### src/rtl/systolic_sequencer_pkg.sv
// Shared types and defaults for the systolic-array sequencer: state encoding,
// the registered control bundle, and the flush-length helper.
package systolic_sequencer_pkg;

  localparam int unsigned SA_N  = 4;
  localparam int unsigned SA_DW = 8;
  localparam int unsigned SA_AW = 2;

  typedef enum logic [2:0] {
    S_IDLE,
    S_CLEAR,
    S_FEED,
    S_FLUSH,
    S_DRAIN,
    S_DONE
  } sa_state_e;

  typedef struct packed {
    logic busy;
    logic finish;
    logic op_rd_en;
    logic array_en;
    logic array_clr;
    logic res_we;
  } sa_ctrl_t;

  // Cycles needed for the last skewed operand to cross the whole array.
  function automatic int unsigned flush_len(input int unsigned n);
    return 2 * n - 1;
  endfunction

  function automatic sa_ctrl_t ctrl_decode(input sa_state_e s);
    sa_ctrl_t c;
    c = '0;
    case (s)
      S_CLEAR: begin
        c.busy      = 1'b1;
        c.array_clr = 1'b1;
      end
      S_FEED: begin
        c.busy     = 1'b1;
        c.op_rd_en = 1'b1;
        c.array_en = 1'b1;
      end
      S_FLUSH: begin
        c.busy     = 1'b1;
        c.array_en = 1'b1;
      end
      S_DRAIN: begin
        c.busy   = 1'b1;
        c.res_we = 1'b1;
      end
      S_DONE:  c.finish = 1'b1;
      default: c = '0;
    endcase
    return c;
  endfunction

endpackage

### src/rtl/systolic_sequencer_if.sv
// Bus between the sequencer and its environment: handshake, operand memory
// read port, skewed array edges, array control and result memory write port.
interface systolic_sequencer_if #(
  parameter int unsigned N  = systolic_sequencer_pkg::SA_N,
  parameter int unsigned DW = systolic_sequencer_pkg::SA_DW,
  parameter int unsigned AW = systolic_sequencer_pkg::SA_AW
) ();

  logic            start;
  logic            finish;
  logic            busy;
  logic            op_rd_en;
  logic [AW-1:0]   op_addr;
  logic [N*DW-1:0] a_col;
  logic [N*DW-1:0] b_row;
  logic [N*DW-1:0] west_data;
  logic [N*DW-1:0] north_data;
  logic            array_en;
  logic            array_clr;
  logic [AW-1:0]   row_sel;
  logic            res_we;
  logic [AW-1:0]   res_addr;

  modport master (
    output start, a_col, b_row,
    input  finish, busy, op_rd_en, op_addr, west_data, north_data,
           array_en, array_clr, row_sel, res_we, res_addr
  );

  modport slave (
    input  start, a_col, b_row,
    output finish, busy, op_rd_en, op_addr, west_data, north_data,
           array_en, array_clr, row_sel, res_we, res_addr
  );

endinterface

### src/rtl/systolic_sequencer_skew.sv
// Triangular delay line: lane i of the output is lane i of the input delayed
// by i clock cycles (lane 0 passes straight through).
module systolic_skew #(
  parameter int unsigned N  = systolic_sequencer_pkg::SA_N,
  parameter int unsigned DW = systolic_sequencer_pkg::SA_DW
) (
  input  logic            i_clk,
  input  logic            i_rst_n,
  input  logic [N*DW-1:0] i_data,
  output logic [N*DW-1:0] o_data
);

  for (genvar i = 0; i < N; i++) begin : g_lane
    if (i == 0) begin : g_pass
      assign o_data[DW-1:0] = i_data[DW-1:0];
    end else begin : g_delay
      logic [DW-1:0] r_pipe [i];

      always_ff @(posedge i_clk or negedge i_rst_n) begin
        if (!i_rst_n) begin
          for (int unsigned s = 0; s < i; s++) r_pipe[s] <= '0;
        end else begin
          r_pipe[0] <= i_data[i*DW +: DW];
          for (int unsigned s = 1; s < i; s++) r_pipe[s] <= r_pipe[s-1];
        end
      end

      assign o_data[i*DW +: DW] = r_pipe[i-1];
    end
  end

endmodule

### src/rtl/systolic_sequencer.sv
// Sequences one NxN systolic matrix multiply: clear, feed skewed operands,
// flush the array, drain result rows into the result memory, then finish.
module systolic_sequencer
  import systolic_sequencer_pkg::*;
#(
  parameter int unsigned N  = SA_N,
  parameter int unsigned DW = SA_DW,
  parameter int unsigned AW = SA_AW
) (
  input  logic                clk,
  input  logic                rst,
  systolic_sequencer_if.slave bus
);

  localparam int unsigned   CW         = $clog2(2 * N);
  localparam logic [CW-1:0] FEED_LAST  = CW'(N - 1);
  localparam logic [CW-1:0] FLUSH_LAST = CW'(flush_len(N) - 1);
  localparam logic [CW-1:0] DRAIN_LAST = CW'(N - 1);

  sa_state_e       r_state;
  sa_state_e       w_state_nxt;
  logic [CW-1:0]   r_cnt;
  logic [CW-1:0]   w_cnt_nxt;
  sa_ctrl_t        r_ctrl;
  sa_ctrl_t        w_ctrl_nxt;
  logic [AW-1:0]   r_op_addr;
  logic [AW-1:0]   r_row_sel;
  logic            r_rd_en_d;
  logic [N*DW-1:0] w_west_in;
  logic [N*DW-1:0] w_north_in;
  logic [N*DW-1:0] w_west_out;
  logic [N*DW-1:0] w_north_out;

  always_comb begin
    w_state_nxt = r_state;
    w_cnt_nxt   = r_cnt;
    case (r_state)
      S_IDLE: begin
        if (bus.start) w_state_nxt = S_CLEAR;
      end
      S_CLEAR: begin
        w_state_nxt = S_FEED;
        w_cnt_nxt   = '0;
      end
      S_FEED: begin
        if (r_cnt == FEED_LAST) begin
          w_state_nxt = S_FLUSH;
          w_cnt_nxt   = '0;
        end else begin
          w_cnt_nxt = r_cnt + 1'b1;
        end
      end
      S_FLUSH: begin
        if (r_cnt == FLUSH_LAST) begin
          w_state_nxt = S_DRAIN;
          w_cnt_nxt   = '0;
        end else begin
          w_cnt_nxt = r_cnt + 1'b1;
        end
      end
      S_DRAIN: begin
        if (r_cnt == DRAIN_LAST) begin
          w_state_nxt = S_DONE;
          w_cnt_nxt   = '0;
        end else begin
          w_cnt_nxt = r_cnt + 1'b1;
        end
      end
      S_DONE: begin
        if (!bus.start) w_state_nxt = S_IDLE;
      end
      default: begin
        w_state_nxt = S_IDLE;
        w_cnt_nxt   = '0;
      end
    endcase
  end

  // Outputs are decoded from the next state so they line up with the state
  // they describe while still coming straight out of flops.
  assign w_ctrl_nxt = ctrl_decode(w_state_nxt);

  always_ff @(posedge clk or negedge rst) begin
    if (!rst) begin
      r_state   <= S_IDLE;
      r_cnt     <= '0;
      r_ctrl    <= '0;
      r_op_addr <= '0;
      r_row_sel <= '0;
      r_rd_en_d <= 1'b0;
    end else begin
      r_state   <= w_state_nxt;
      r_cnt     <= w_cnt_nxt;
      r_ctrl    <= w_ctrl_nxt;
      r_op_addr <= w_ctrl_nxt.op_rd_en ? AW'(w_cnt_nxt) : '0;
      r_row_sel <= w_ctrl_nxt.res_we   ? AW'(w_cnt_nxt) : '0;
      r_rd_en_d <= r_ctrl.op_rd_en;
    end
  end

  // Memory data is only meaningful the cycle after a read; zero it otherwise
  // so the wavefront is padded with zeros during flush.
  assign w_west_in  = r_rd_en_d ? bus.a_col : '0;
  assign w_north_in = r_rd_en_d ? bus.b_row : '0;

  systolic_skew #(.N(N), .DW(DW)) u_west_skew (
    .i_clk   (clk),
    .i_rst_n (rst),
    .i_data  (w_west_in),
    .o_data  (w_west_out)
  );

  systolic_skew #(.N(N), .DW(DW)) u_north_skew (
    .i_clk   (clk),
    .i_rst_n (rst),
    .i_data  (w_north_in),
    .o_data  (w_north_out)
  );

  assign bus.west_data  = w_west_out;
  assign bus.north_data = w_north_out;
  assign bus.busy       = r_ctrl.busy;
  assign bus.finish     = r_ctrl.finish;
  assign bus.op_rd_en   = r_ctrl.op_rd_en;
  assign bus.op_addr    = r_op_addr;
  assign bus.array_en   = r_ctrl.array_en;
  assign bus.array_clr  = r_ctrl.array_clr;
  assign bus.row_sel    = r_row_sel;
  assign bus.res_we     = r_ctrl.res_we;
  assign bus.res_addr   = r_row_sel;

endmodule
### src/flat_wrapper.sv
// flat-port wrapper written by rule: the top's interface ports become plain ports
module systolic_sequencer_flat import systolic_sequencer_pkg::*;
#(
  parameter int unsigned N  = SA_N,
  parameter int unsigned DW = SA_DW,
  parameter int unsigned AW = SA_AW
)
  (clk, rst, bus_start, bus_a_col, bus_b_row, bus_finish, bus_busy, bus_op_rd_en, bus_op_addr, bus_west_data, bus_north_data, bus_array_en, bus_array_clr, bus_row_sel, bus_res_we, bus_res_addr);
  systolic_sequencer_if #(.N(N), .DW(DW), .AW(AW)) bus_i ();
  input  logic clk;
  input  logic rst;
  input wire logic [$bits(bus_i.start)-1:0] bus_start;
  input wire logic [$bits(bus_i.a_col)-1:0] bus_a_col;
  input wire logic [$bits(bus_i.b_row)-1:0] bus_b_row;
  output wire logic [$bits(bus_i.finish)-1:0] bus_finish;
  output wire logic [$bits(bus_i.busy)-1:0] bus_busy;
  output wire logic [$bits(bus_i.op_rd_en)-1:0] bus_op_rd_en;
  output wire logic [$bits(bus_i.op_addr)-1:0] bus_op_addr;
  output wire logic [$bits(bus_i.west_data)-1:0] bus_west_data;
  output wire logic [$bits(bus_i.north_data)-1:0] bus_north_data;
  output wire logic [$bits(bus_i.array_en)-1:0] bus_array_en;
  output wire logic [$bits(bus_i.array_clr)-1:0] bus_array_clr;
  output wire logic [$bits(bus_i.row_sel)-1:0] bus_row_sel;
  output wire logic [$bits(bus_i.res_we)-1:0] bus_res_we;
  output wire logic [$bits(bus_i.res_addr)-1:0] bus_res_addr;
  assign bus_i.start = bus_start;
  assign bus_i.a_col = bus_a_col;
  assign bus_i.b_row = bus_b_row;
  assign bus_finish = bus_i.finish;
  assign bus_busy = bus_i.busy;
  assign bus_op_rd_en = bus_i.op_rd_en;
  assign bus_op_addr = bus_i.op_addr;
  assign bus_west_data = bus_i.west_data;
  assign bus_north_data = bus_i.north_data;
  assign bus_array_en = bus_i.array_en;
  assign bus_array_clr = bus_i.array_clr;
  assign bus_row_sel = bus_i.row_sel;
  assign bus_res_we = bus_i.res_we;
  assign bus_res_addr = bus_i.res_addr;
  systolic_sequencer #(.N(N), .DW(DW), .AW(AW)) u_core (.clk(clk), .rst(rst), .bus(bus_i));
endmodule
### config.mk
export PLATFORM = sky130hd
export DESIGN_NAME = systolic_sequencer_flat
export DESIGN_NICKNAME = d
export VERILOG_FILES = /design/src/rtl/systolic_sequencer_pkg.sv /design/src/rtl/systolic_sequencer_if.sv /design/src/rtl/systolic_sequencer_skew.sv /design/src/rtl/systolic_sequencer.sv /design/src/flat_wrapper.sv
export SDC_FILE = /design/constraint.sdc
export NUM_CORES = 1
export LEC_CHECK = 0
export ABC_AREA = 1
export ABC_CLOCK_PERIOD_IN_PS = 2700
export CAP_MARGIN = 20
export CORE_ASPECT_RATIO = 1.1
export CORE_UTILIZATION = 45
export DETAILED_ROUTE_END_ITERATION = 7
export GPL_ROUTABILITY_DRIVEN = 0
export PLACE_DENSITY = 0.8
export SLEW_MARGIN = 10
export SYNTH_ARGS = -nofsm -noshare
export SYNTH_HDL_FRONTEND = slang
export SYNTH_HIERARCHICAL = 1
export SYNTH_SLANG_ARGS = --single-unit
### constraint.sdc
create_clock -name clk -period 2.7 [get_ports clk]
set_clock_uncertainty 0.15 [all_clocks]
set_input_delay 0.27 -clock clk [delete_from_list [all_inputs] [get_ports clk]]
set_output_delay 0.27 -clock clk [all_outputs]
set_load 0.01 [all_outputs]
Word level (Yosys, flattened, before mapping)
Index checks and enable logic that the tools add are counted.
{ "totals": {"regBits": 113, "input_bits": 67, "word_cells": 61} }
{ "classes": {"addsub": 1, "eq_ne": 12, "mux": 19, "n_reduce_logical": 5} }
{ "ops": {"columns": ["operator", "n"], "rows": [
  ["$mux W32", 2],
  ["$mux W3", 7],
  ["$pmux W3 S6", 1],
  ["$eq A3 B2 Y1 const B", 5],
  ["$eq A3 B3 Y1 const B", 5],
  ["$pmux W3 S3", 1],
  ["$eq A3 B1 Y1 const B", 2],
  ["$mux W1", 6],
  ["$reduce_or A2 Y1", 3],
  ["$mux W2", 2],
  ["$reduce_or A4 Y1", 1],
  ["$add A3 B1 Y3 const B", 1],
  ["$logic_not A3 Y1", 1]
]} }

Depth between registers and ports, before layout
Gate-level depths: netlist of the first run.
{ "logic_depth": {"ltp_word": 6, "ltp_mapped": 8, "mapped_depth_nobuf": 8} }

By module
Netlist of the first run, hierarchy kept.
{ "modules_own_cells": {"columns": ["module", "instances", "cells_per_inst", "area_per_inst_um2", "seq_area_each_um2"], "rows": [
  ["systolic_skew", 2, 72, 1381.3, 1201.2],
  ["systolic_sequencer", 1, 227, 1351.3, 425.4]
]} }

Worst setup path after synthesis of the first run
OpenSTA, ideal clock, no wires.
{ "synth_timing": {"path_kind": "register to register", "from": "register u_core.r_cnt[0]", "to": "register u_core.r_row_sel[1] (netlist: u_core/bus.res_addr[1])", "setup_time_ps": 72, "arrival_time_ps": 1219, "slack_ps": 1259, "path_stages_with_launch": 8, "synth_period_minus_slack_ps": 1441, "cell_sequence": "dfrtp_1 ha_1 ha_1 nor2_1 nand4_1 nand2_1 nor2_2 nor2_1"} }
{ "synth_via": {"elab_chain_cells": 6, "word_cells_on_any_way": 13, "cone_classes": "add/sub: 1; eq/ne: 3; mux: 9"} }
{ "synth_rtl": {"columns": ["item", "line", "rtl"], "rows": [
  ["start, declared", "systolic_sequencer.sv:22", "logic [CW-1:0] r_cnt;"],
  ["start signal, assigned", "systolic_sequencer.sv:93", "r_cnt <= w_cnt_nxt;"],
  ["$eq A3 B2 Y1 or $eq A3 B3 Y1 (tied branches)", "systolic_sequencer.sv:46, systolic_sequencer.sv:62, systolic_sequencer.sv:54", null],
  ["$mux W3, on equally long branches", "systolic_sequencer.sv:62, systolic_sequencer.sv:46, systolic_sequencer.sv:54", null],
  ["$pmux W3 S6", "systolic_sequencer.sv:37", "case (r_state)"],
  ["$eq A3 B3 Y1", "systolic_sequencer_pkg.sv:35", "case (s)"],
  ["$mux W1", "systolic_sequencer_pkg.sv:35", null],
  ["$mux W2 *", "systolic_sequencer.sv:96", "r_row_sel <= w_ctrl_nxt.res_we ? AW'(w_cnt_nxt) : '0;"],
  ["end signal, assigned", "systolic_sequencer.sv:96", null],
  ["end, declared", "systolic_sequencer.sv:27", "logic [AW-1:0] r_row_sel;"]
]} }
Every way passes the cells marked *; elsewhere a longest branch is shown, timed or not.
A chain may end at the register's enable or synchronous reset.

Worst setup path in the final report of the first run
{ "layout_timing": {"from": "register u_core.r_rd_en_d", "to": "output port bus_north_data[5]"} }
{ "layout_via": {"elab_chain_cells": 1} }
{ "layout_rtl": {"columns": ["item", "line", "rtl"], "rows": [
  ["start, declared", "systolic_sequencer.sv:28", "logic r_rd_en_d;"],
  ["start signal, assigned", "systolic_sequencer.sv:97", "r_rd_en_d <= r_ctrl.op_rd_en;"],
  ["$mux W32", "systolic_sequencer.sv:104", "assign w_north_in = r_rd_en_d ? bus.b_row : '0;"],
  ["end, declared", "flat_wrapper.sv:20", "output wire logic [$bits(bus_i.north_data)-1:0] bus_north_data;"]
]} }
Every way passes these cells.

==> reports/metrics.yaml, run 1 <==
clk_pin_slew_ns: 0.06
grt_pass1_wl_um: 11900
grt_overflow: 0
viasPerCell: 4.29
crit_path_end_kind: "output port"
max_cap_violations: 0
ys_top_cells_by_area: "dfrtp_1, buf_4, inv_1, nand2_1, ha_1"
hold_path_class: "primary input to register"
io_pins: 143
finalMaxSlewViolations: 0
r2r_end: "u_core/bus.busy"
synth.top_cell.area_share_pct: 68.7
post-route-period-util_pct: 85.5
mostFrequentLayoutCell: "clkdlybuf4s50_1"
dp_hpwl_um: 5250
pwr_density_cell_nw_per_um2: 1070
startpoint: "u_core/r_rd_en_d"
syn_to_final_growth_pct: 43.9
coreArea_um2: 8870
io_buffers: 142
synth_warnings: 6
clock_latency_ns: 0.50
netlist_area_um2: 4110
crit_slowest_cell: "dfrtp_2"
grt_pass1_vias: 2651
most-common-layout-cells: "clkdlybuf4s50_1, dfrtp_1, inv_1, nand2_1, clkbuf_16"
rr_worst_depth: 8
grt_max_degree: 63
first_pass_iters: 4
initial_core_util_pct: 46.4
avgSynthCellArea_um2: 11.1
track_usage_pct: 16.9
final_nets: 549
clock_path_buffers: 2
crit_type: "register to output port"
antenna_left: 0
layout_setup_ws_ns: 0.393
r2r_setup_slack_ns: 1.06
drtIter0Drc: 90
grt_antenna_before_repair: 0
tightest_slew_ns: 0.649
htreeDepth: 4
cts.sinks: 113
finalHoldViolations: 0
rsz0062_at_grt: "false"
die-width_um: 93.2
endpoint: "bus_north_data[5]"
status: "finished clean"
cp_data_required_time_ns: 2.28
leakage_nw: 3.18
ys_seq_area_share_pct: 68.7
slowest_delay_ns: 0.65
wire_per_inst_um: 12.6
dp.cells: 572
ys_seq_elements: 113
stdcell_count: 604
cp-start-kind: "register"
syn_nets: 442
cp_cell_sequence: "nand2_1 -> inv_1 -> clkdlybuf4s50_1"
antenna_cells: 0
cp_max_fo: 26
cts_root_buffer: "clkbuf_8"
dp_slack_ns: 0.865
post_synth_num_cell_types: 21
die_area_um2: 9530
fin_setup_tns_ns: 0
drive_gt1_share_pct: 11.8
rows: 36
cts_buffers: 17
vdd_drop_max_mv: 0.502
fin_crit_ns: 2.31
synth_top_area_cell: "dfrtp_1"
die_h_um: 102
cts_tree: "yes"
rr_startpoint: "u_core/r_cnt[0]"
setup_viol: 0
num-fill-cells: 638
vias: 2593
drc_errors: 0
whs_ns: 0.143
maxSlewHeadroom_pct: 56.7
wl_um: 7620
fmax_ghz: 0.433
worst_ep_arrival_time_ns: 1.89
syn_inst: 371
-- worst max-delay path: cells and delay by family (launching register included) --
| kind | cells | cell delay (ns) |
|---|---|---|
| AND/OR/NAND/NOR | 1 | 0.12 |
| flip-flops | 1 | 0.65 |
| buffers and inverters | 2 | 0.61 |
-- registers in the layout, indices dropped and copies added (netlist names) --
register,count
u_core/u_north_skew/g_lane.g_delay.r_pipe,32
u_core/u_west_skew/g_lane.g_delay.r_pipe,32
u_core/u_north_skew/o_data,16
u_core/u_west_skew/o_data,16
u_core/r_cnt,3
u_core/r_state,3
u_core/bus.op_addr,2
u_core/bus.res_addr,2
u_core/bus.array_clr,1
u_core/bus.array_en,1
u_core/bus.busy,1
u_core/bus.finish,1
u_core/bus.op_rd_en,1
u_core/bus.res_we,1
u_core/r_rd_en_d,1
-- cells in the mapped netlist --
cell type	count
nand4_1	2
ha_1	4
clkinv_1	2
nor2_4	2
dfrtp_1	113
nand2_2	8
nor2_1	11
o21ai_2	1
o21ai_0	1
clkbuf_1	2
inv_1	75
nor2_2	5
buf_1	4
nand3_1	5
buf_2	1
nand3_2	3
nand2_1	75
nor3_1	2
inv_2	3
o211ai_1	1
buf_4	51
-- how the worst min path moves through the flow --
stage                                                    start  slack (ns)  cells past startpoint                                         endpoint
3_5_place_dp   u_core/u_west_skew/g_lane[3].g_delay.r_pipe[22]        0.18                      0  u_core/u_west_skew/g_lane[3].g_delay.r_pipe[14]
6_report                                         bus_a_col[23]        0.14                      3  u_core/u_west_skew/g_lane[2].g_delay.r_pipe[15]
3_3_place_gp                                               rst        0.18                      1                   u_core/u_north_skew/o_data[30]
2_1_floorplan                                              rst       -0.18                      0                             u_core/bus.array_clr
4_1_cts                                          bus_a_col[23]        0.12                      3  u_core/u_west_skew/g_lane[2].g_delay.r_pipe[15]
5_1_grt                                          bus_b_row[10]        0.13                      3  u_core/u_north_skew/g_lane[1].g_delay.r_pipe[2]
-- where the power goes --
group / total (W) / leakage [nW] / internal [W] / switching (W)
Combinational: 0.00167 / 1.43 / 0.000853 / 0.000822
Clock: 0.00223 / 0.307 / 0.00152 / 0.000710
Sequential: 0.00243 / 1.44 / 0.00218 / 0.000249
Total: 0.00633 / 3.18 / 0.00455 / 0.00178
-- metrics by stage --
step	total power, W	instance area (um2)	util, %
2_1_floorplan	0.00347	4110	-
3_3_place_gp	0.00407	5300	59.7
3_5_place_dp	0.00415	5300	59.7
4_1_cts	0.00642	5920	66.7
5_1_grt	0.00669	5920	66.7
6_report	0.00633	5920	66.7
-- logic make-up (layout without fill, tap and decap cells) --
kind of cell / count (synthesis) / count (layout) / share of synthesized area, %
fa+ha+maj: 4 / 4 / 1.22
compound gates: 3 / 3 / 0.517
flops: 113 / 113 / 68.7
simple gates: 113 / 113 / 12.3
buf+inv: 138 / 257 / 17.3
-- layout make-up --
cell class / count / area [um2] / share of cell area, %
flip-flops and latches: 113 / 2830 / 47.8
well taps: 114 / 143 / 2.41
clock buffers: 22 / 483 / 8.16
multi-input cells: 120 / 576 / 9.72
inverters: 80 / 300 / 5.07
clock inverters: 9 / 128 / 2.16
repair buffers: 146 / 1460 / 24.7
-- metal layers --
metal	vias to the layer above	share of wire (%)	track usage, %
met3	12	7.2	5.36
met4	0	1.9	8.88
met1	1242	38	17.7
met2	115	53	30.5
met5	-	0	0
li1	1224	-	-
-- repair_timing --
item | 4_1_cts | 5_1_grt
setup buffers | 0 | 0
hold buffers | 1 | 0
hold endpoints to repair | 51 | 0
resized for setup | 0 | 0
setup endpoints to repair | 0 | 0
Note: power is estimated with default switching activity, not from simulation.
==> inputs of run 2 (changes only) <==
- ABC_CLOCK_PERIOD_IN_PS: 2700 -> 2950
- clock period: 2.7 -> 2.95 ns (I/O delays scaled with it)
==> reports/metrics.yaml, run 2 (synthesis gave the netlist of run 1 again) <==
dp_hpwl_um: 5200  # -1.0%
drtIter0Drc: 72  # -20%
io_buffers: 142  # unchanged
tightest_slew_ns: 0.703  # +0.0536 ns
reg_top3: "u_core/u_north_skew/g_lane.g_delay.r_pipe: 32 flops, u_core/u_west_skew/g_lane.g_delay.r_pipe: 32 flops"
hold_path_class: "primary input to register"
die-width_um: 93.2  # unchanged
viasPerCell: 4.30  # +0.19%
cts_buffers: 17  # unchanged
clk_pin_slew_ns: 0.06  # about the same
power_w: 0.00586  # -7.5%
worst_ep_arrival_time_ns: 2.06  # +0.17 ns
rsz0062_at_grt: "false"
antenna_left: 0  # unchanged
final_nets: 548  # -0.18%
grt_overflow: 0  # unchanged
cp-start-kind: "register"
grt_antenna_before_repair: 0  # unchanged
vdd_drop_max_mv: 0.496  # -1.2%
initial_core_util_pct: 46.4  # unchanged
vias: 2598  # +0.19%
syn_to_final_growth_pct: 44.1  # about the same
fmax_ghz: 0.400
coreArea_um2: 8870  # unchanged
finalHoldViolations: 0  # unchanged
die_area_um2: 9530  # unchanged
crit_type: "register to output port"
cts-resized-gates: 0  # unchanged
fin_crit_ns: 2.50
mostFrequentLayoutCell: "clkdlybuf4s50_1"
max_cap_violations: 0  # unchanged
cts_tree: "yes"
wire_per_inst_um: 12.9  # +1.9%
rr_worst_depth: 8  # unchanged
clock_path_buffers: 2  # unchanged
antenna_cells: 0  # unchanged
finalMaxSlewViolations: 0  # unchanged
die_h_um: 102  # unchanged
dp.cells: 571  # -0.17%
htreeDepth: 4  # unchanged
dp_slack_ns: 0.937  # +0.0723 ns
wl_um: 7770  # +1.9%
post-route-period-util_pct: 84.8
min_path_cells: 3  # unchanged
most-common-layout-cells: "clkdlybuf4s50_1, dfrtp_1, inv_1, nand2_1, clkbuf_16"
setup_viol: 0  # unchanged
drc_errors: 0  # unchanged
pwr_density_cell_nw_per_um2: 989  # -7.5%
leakage_nw: 3.17  # -0.30%
maxSlewHeadroom_pct: 53.2  # -3.6 points
grt_pass1_wl_um: 12200  # +3.0%
io_pins: 143  # unchanged
crit_path_end_kind: "output port"
cp_data_required_time_ns: 2.51  # +0.23 ns
stdcell_count: 604  # unchanged
status: "finished clean"
cts.sinks: 113  # unchanged
drive_gt1_share_pct: 11.6  # -0.20 points
cts_setup_buffers: 0  # unchanged
fin_setup_tns_ns: 0  # unchanged
first_pass_iters: 5  # +1
cts_root_buffer: "clkbuf_8"
layout_setup_ws_ns: 0.449  # +0.0567 ns
grt_pass1_vias: 2669  # +0.68%
fin_util_pct: 66.8  # about the same
clock_latency_ns: 0.49  # about the same
grt_max_degree: 59  # -6.3%
rows: 36  # unchanged
track_usage_pct: 17.5  # +0.62 points
cp_max_fo: 42  # +62%
-- run 2: changes by cell type in the layout (fill, tap and decap cells not counted), sizes merged --
cell | previous run | this run
clkinvlp | 0 | 1
inv | 79 | 82
clkbuf | 22 | 18
bufinv | 3 | 4
buf | 4 | 3
-- run 2: stage by stage --
step	area, um2	hold WS [ns]
4_1_cts	5930	0.147
2_1_floorplan	4110	-0.151
5_1_grt	5930	0.148
6_report	5930	0.171
3_3_place_gp	5290	0.181
3_5_place_dp	5290	0.185
-- run 2: area by class of cell --
type	count	area, um2
Timing Repair Buffer	145	1460
Multi-Input combinational cell	120	576
Tap cell	114	143
Fill cell	654	2950
Clock buffer	18	418
Clock inverter	14	205
Sequential cell	113	2830
Inverter	80	300
-- run 2: final timing paths --
kind                                                            startpoint                                               end  slack, ns
max in group asynchronous                                              rst  u_core/u_north_skew/g_lane[2].g_delay.r_pipe[12]       1.66
min in group asynchronous                                              rst                    u_core/u_north_skew/o_data[21]       0.25
min reg2reg                u_core/u_west_skew/g_lane[3].g_delay.r_pipe[16]    u_core/u_west_skew/g_lane[3].g_delay.r_pipe[8]       0.19
min                                                          bus_a_col[27]   u_core/u_west_skew/g_lane[3].g_delay.r_pipe[19]       0.17
max                                                       u_core/r_rd_en_d                                 bus_north_data[1]       0.45
max reg2reg                                                u_core/r_cnt[0]                                   u_core/bus.busy       1.32
-- run 2: metal layers --
| metal | track usage [%] | up-vias | routed length (um) |
|---|---|---|---|
| met5 | 0 | - | 0 |
| met4 | 5.80 | 0 | 85 |
| met3 | 7.07 | 9 | 554 |
| met2 | 31.4 | 109 | 4160 |
| met1 | 18.9 | 1250 | 2960 |
| li1 | - | 1230 | - |
-- run 2: power by group --
group	internal [W]	switching (W)
clock network	0.00139	0.000731
logic	0.000775	0.000718
registers	0.00200	0.000254
total	0.00416	0.00170
-- run 2: critical path, cell delays in order (launching register included) --
cell and delay [ns]:
dfrtp_2 0.80, nand2_1 0.12, inv_1 0.10, clkdlybuf4s50_1 0.53
-- run 2: repair_timing --
item	in CTS	in global routing
endpoints found under the hold margin	55	0
hold buffers	1	0
endpoints found under the setup margin	0	0
==> inputs of run 3 (changes only) <==
- ABC_CLOCK_PERIOD_IN_PS: 2950 -> 2070
- CORE_UTILIZATION: 45 -> 40
- PLACE_DENSITY: 0.8 -> 0.75
- clock period: 2.95 -> 2.07 ns (I/O delays scaled with it)
==> reports/metrics.yaml, run 3 (synthesis gave the netlist of run 1 again) <==
die_h_um: 108  # +5.9%
vdd_drop_max_mv: 0.509  # +2.5%
htreeDepth: 4  # unchanged
most-common-layout-cells: "clkdlybuf4s50_1, dfrtp_1, inv_1, nand2_1, clkbuf_16"
rr_startpoint: "u_core/r_cnt[0]"
post-route-period-util_pct: 90.9
max_cap_violations: 0  # unchanged
fin_util_pct: 60.1  # -6.6 points
fin_area_um2: 5980  # +0.84%
wl_um: 7830  # +0.80%
cts.sinks: 113  # unchanged
grt_pass1_vias: 2732  # +2.4%
maxSlewHeadroom_pct: 40.7  # -12 points
vias: 2596  # -0.077%
syn_to_final_growth_pct: 45.3
grt_max_degree: 66  # +12%
rsz0062_at_grt: "false"
cts_tree: "yes"
cts_buffers: 17  # unchanged
antenna_cells: 0  # unchanged
dp_slack_ns: 0.264  # -0.673 ns
drc_errors: 0  # unchanged
track_usage_pct: 16.1  # -1.4 points
clk_pin_slew_ns: 0.05  # about the same
drtIter0Drc: 77  # +6.9%
crit_type: "register to output port"
fmax_ghz: 0.532
clock_path_buffers: 2  # unchanged
hp-start: "bus_a_col[8]"
viasPerCell: 4.21  # -2.2%
stdcell_count: 617  # +2.2%
num-fill-cells: 803  # +23%
setup_viol: 0  # unchanged
startpoint: "u_core/r_rd_en_d"
tightest_slew_ns: 0.887  # +0.184 ns
io_pins: 143  # unchanged
finalHoldViolations: 0  # unchanged
reg_top3: "u_core/u_north_skew/g_lane.g_delay.r_pipe: 32 flops, u_core/u_west_skew/g_lane.g_delay.r_pipe: 32 flops"
fin_setup_tns_ns: 0  # unchanged
status: "finished clean"
die_area_um2: 10700  # +12%
wire_per_inst_um: 12.7  # -1.3%
crit_path_end_kind: "output port"
first_pass_iters: 6  # +1
grt_pass1_wl_um: 12700  # +4.1%
finalMaxSlewViolations: 0  # unchanged
drive_gt1_share_pct: 12.3  # +0.64 points
cp-start-kind: "register"
pwr_density_cell_nw_per_um2: 1380  # +39%
dp_hpwl_um: 5340  # +2.8%
fin_crit_ns: 1.88
grt_antenna_before_repair: 1  # +1
worst_ep_arrival_time_ns: 1.52  # -0.54 ns
mostFrequentLayoutCell: "clkdlybuf4s50_1"
die-width_um: 98.7  # +5.9%
clock_latency_ns: 0.50  # about the same
antenna_left: 0  # unchanged
coreArea_um2: 9940  # +12%
hold_path_class: "primary input to register"
final_nets: 555  # +1.3%
rows: 38  # +5.6%
leakage_nw: 3.33  # +5.1%
layout_setup_ws_ns: 0.189  # -0.261 ns
io_buffers: 142  # unchanged
grt_overflow: 0  # unchanged
cp_max_fo: 6  # -86%
cp_data_required_time_ns: 1.71  # -0.80 ns
dpl-instance-area_um2: 5320  # +0.43%
dp.cells: 579  # +1.4%
initial_core_util_pct: 41.4  # -5.0 points
cts_root_buffer: "clkbuf_8"
-- run 3: cell count changes in the layout (fill, tap and decap cells not counted), sizes merged, moves of 4 or more --
cell / delta
clkdlybuf4s50: -16
dlymetal6s2s: +9
dlygate4sd2: +7
inv: -4
clkbuf: +4
buf: +6
-- run 3: path summary, 6_finish.rpt --
path / endpoint / slack, ns / depth (start not counted)
min in group asynchronous: u_core/u_west_skew/o_data[30] / 0.12 / 3
worst min-delay path: u_core/u_west_skew/g_lane[1].g_delay.r_pipe[0] / 0.08 / 3
max in group asynchronous: u_core/u_west_skew/g_lane[3].g_delay.r_pipe[14] / 0.40 / 3
worst max register to register: u_core/bus.busy / 0.40 / 8
worst min register to register: u_core/u_west_skew/o_data[29] / 0.19 / 0
worst max-delay path: bus_west_data[0] / 0.19 / 4
-- run 3: repair_timing --
action / 4_1_cts / 5_1_grt
pin swaps: 0 / 0
endpoints found under the hold margin: 113 / 0
buffers inserted: 4 / 0
endpoints found under the setup margin: 16 / 9
hold buffers: 2 / 0
gates resized for setup: 9 / 9
-- run 3: report_power, final --
group,internal [W],switching [W]
Sequential,0.00285,0.000250
Combinational,0.00114,0.00117
Clock,0.00189,0.000945
-- run 3: critical path, cell delays in order (launching register included) --
cell and delay [ns]:
dfrtp_4 0.48, buf_4 0.17, nand2_1 0.07, inv_1 0.04, dlygate4sd2_1 0.27
-- run 3: layout make-up --
cell class,count,area [um2],area share [%]
clock buffers,22,453,7.58
clock inverters,10,134,2.24
inverters,80,300,5.02
multi-input cells,120,576,9.63
flip-flops and latches,113,2830,47.4
well taps,120,150,2.51
repair buffers,152,1530,25.6
-- run 3: through the flow --
step	total power, W	hold slack, ns
finish	0.00825	0.0753
global route	0.00874	0.0566
CTS	0.00837	0.0470
detailed placement	0.00542	-0.0372
global placement	0.00531	-0.0473
floorplan	0.00453	-0.239
-- run 3: routing by layer --
| layer | vias up | share of wire [%] | global-route usage, % |
|---|---|---|---|
| li1 | 1238 | - | - |
| met2 | 111 | 53 | 27.5 |
| met4 | 2 | 2.0 | 6.82 |
| met1 | 1231 | 37 | 17.2 |
| met5 | - | 0.17 | 0 |
| met3 | 14 | 7.7 | 7.63 |
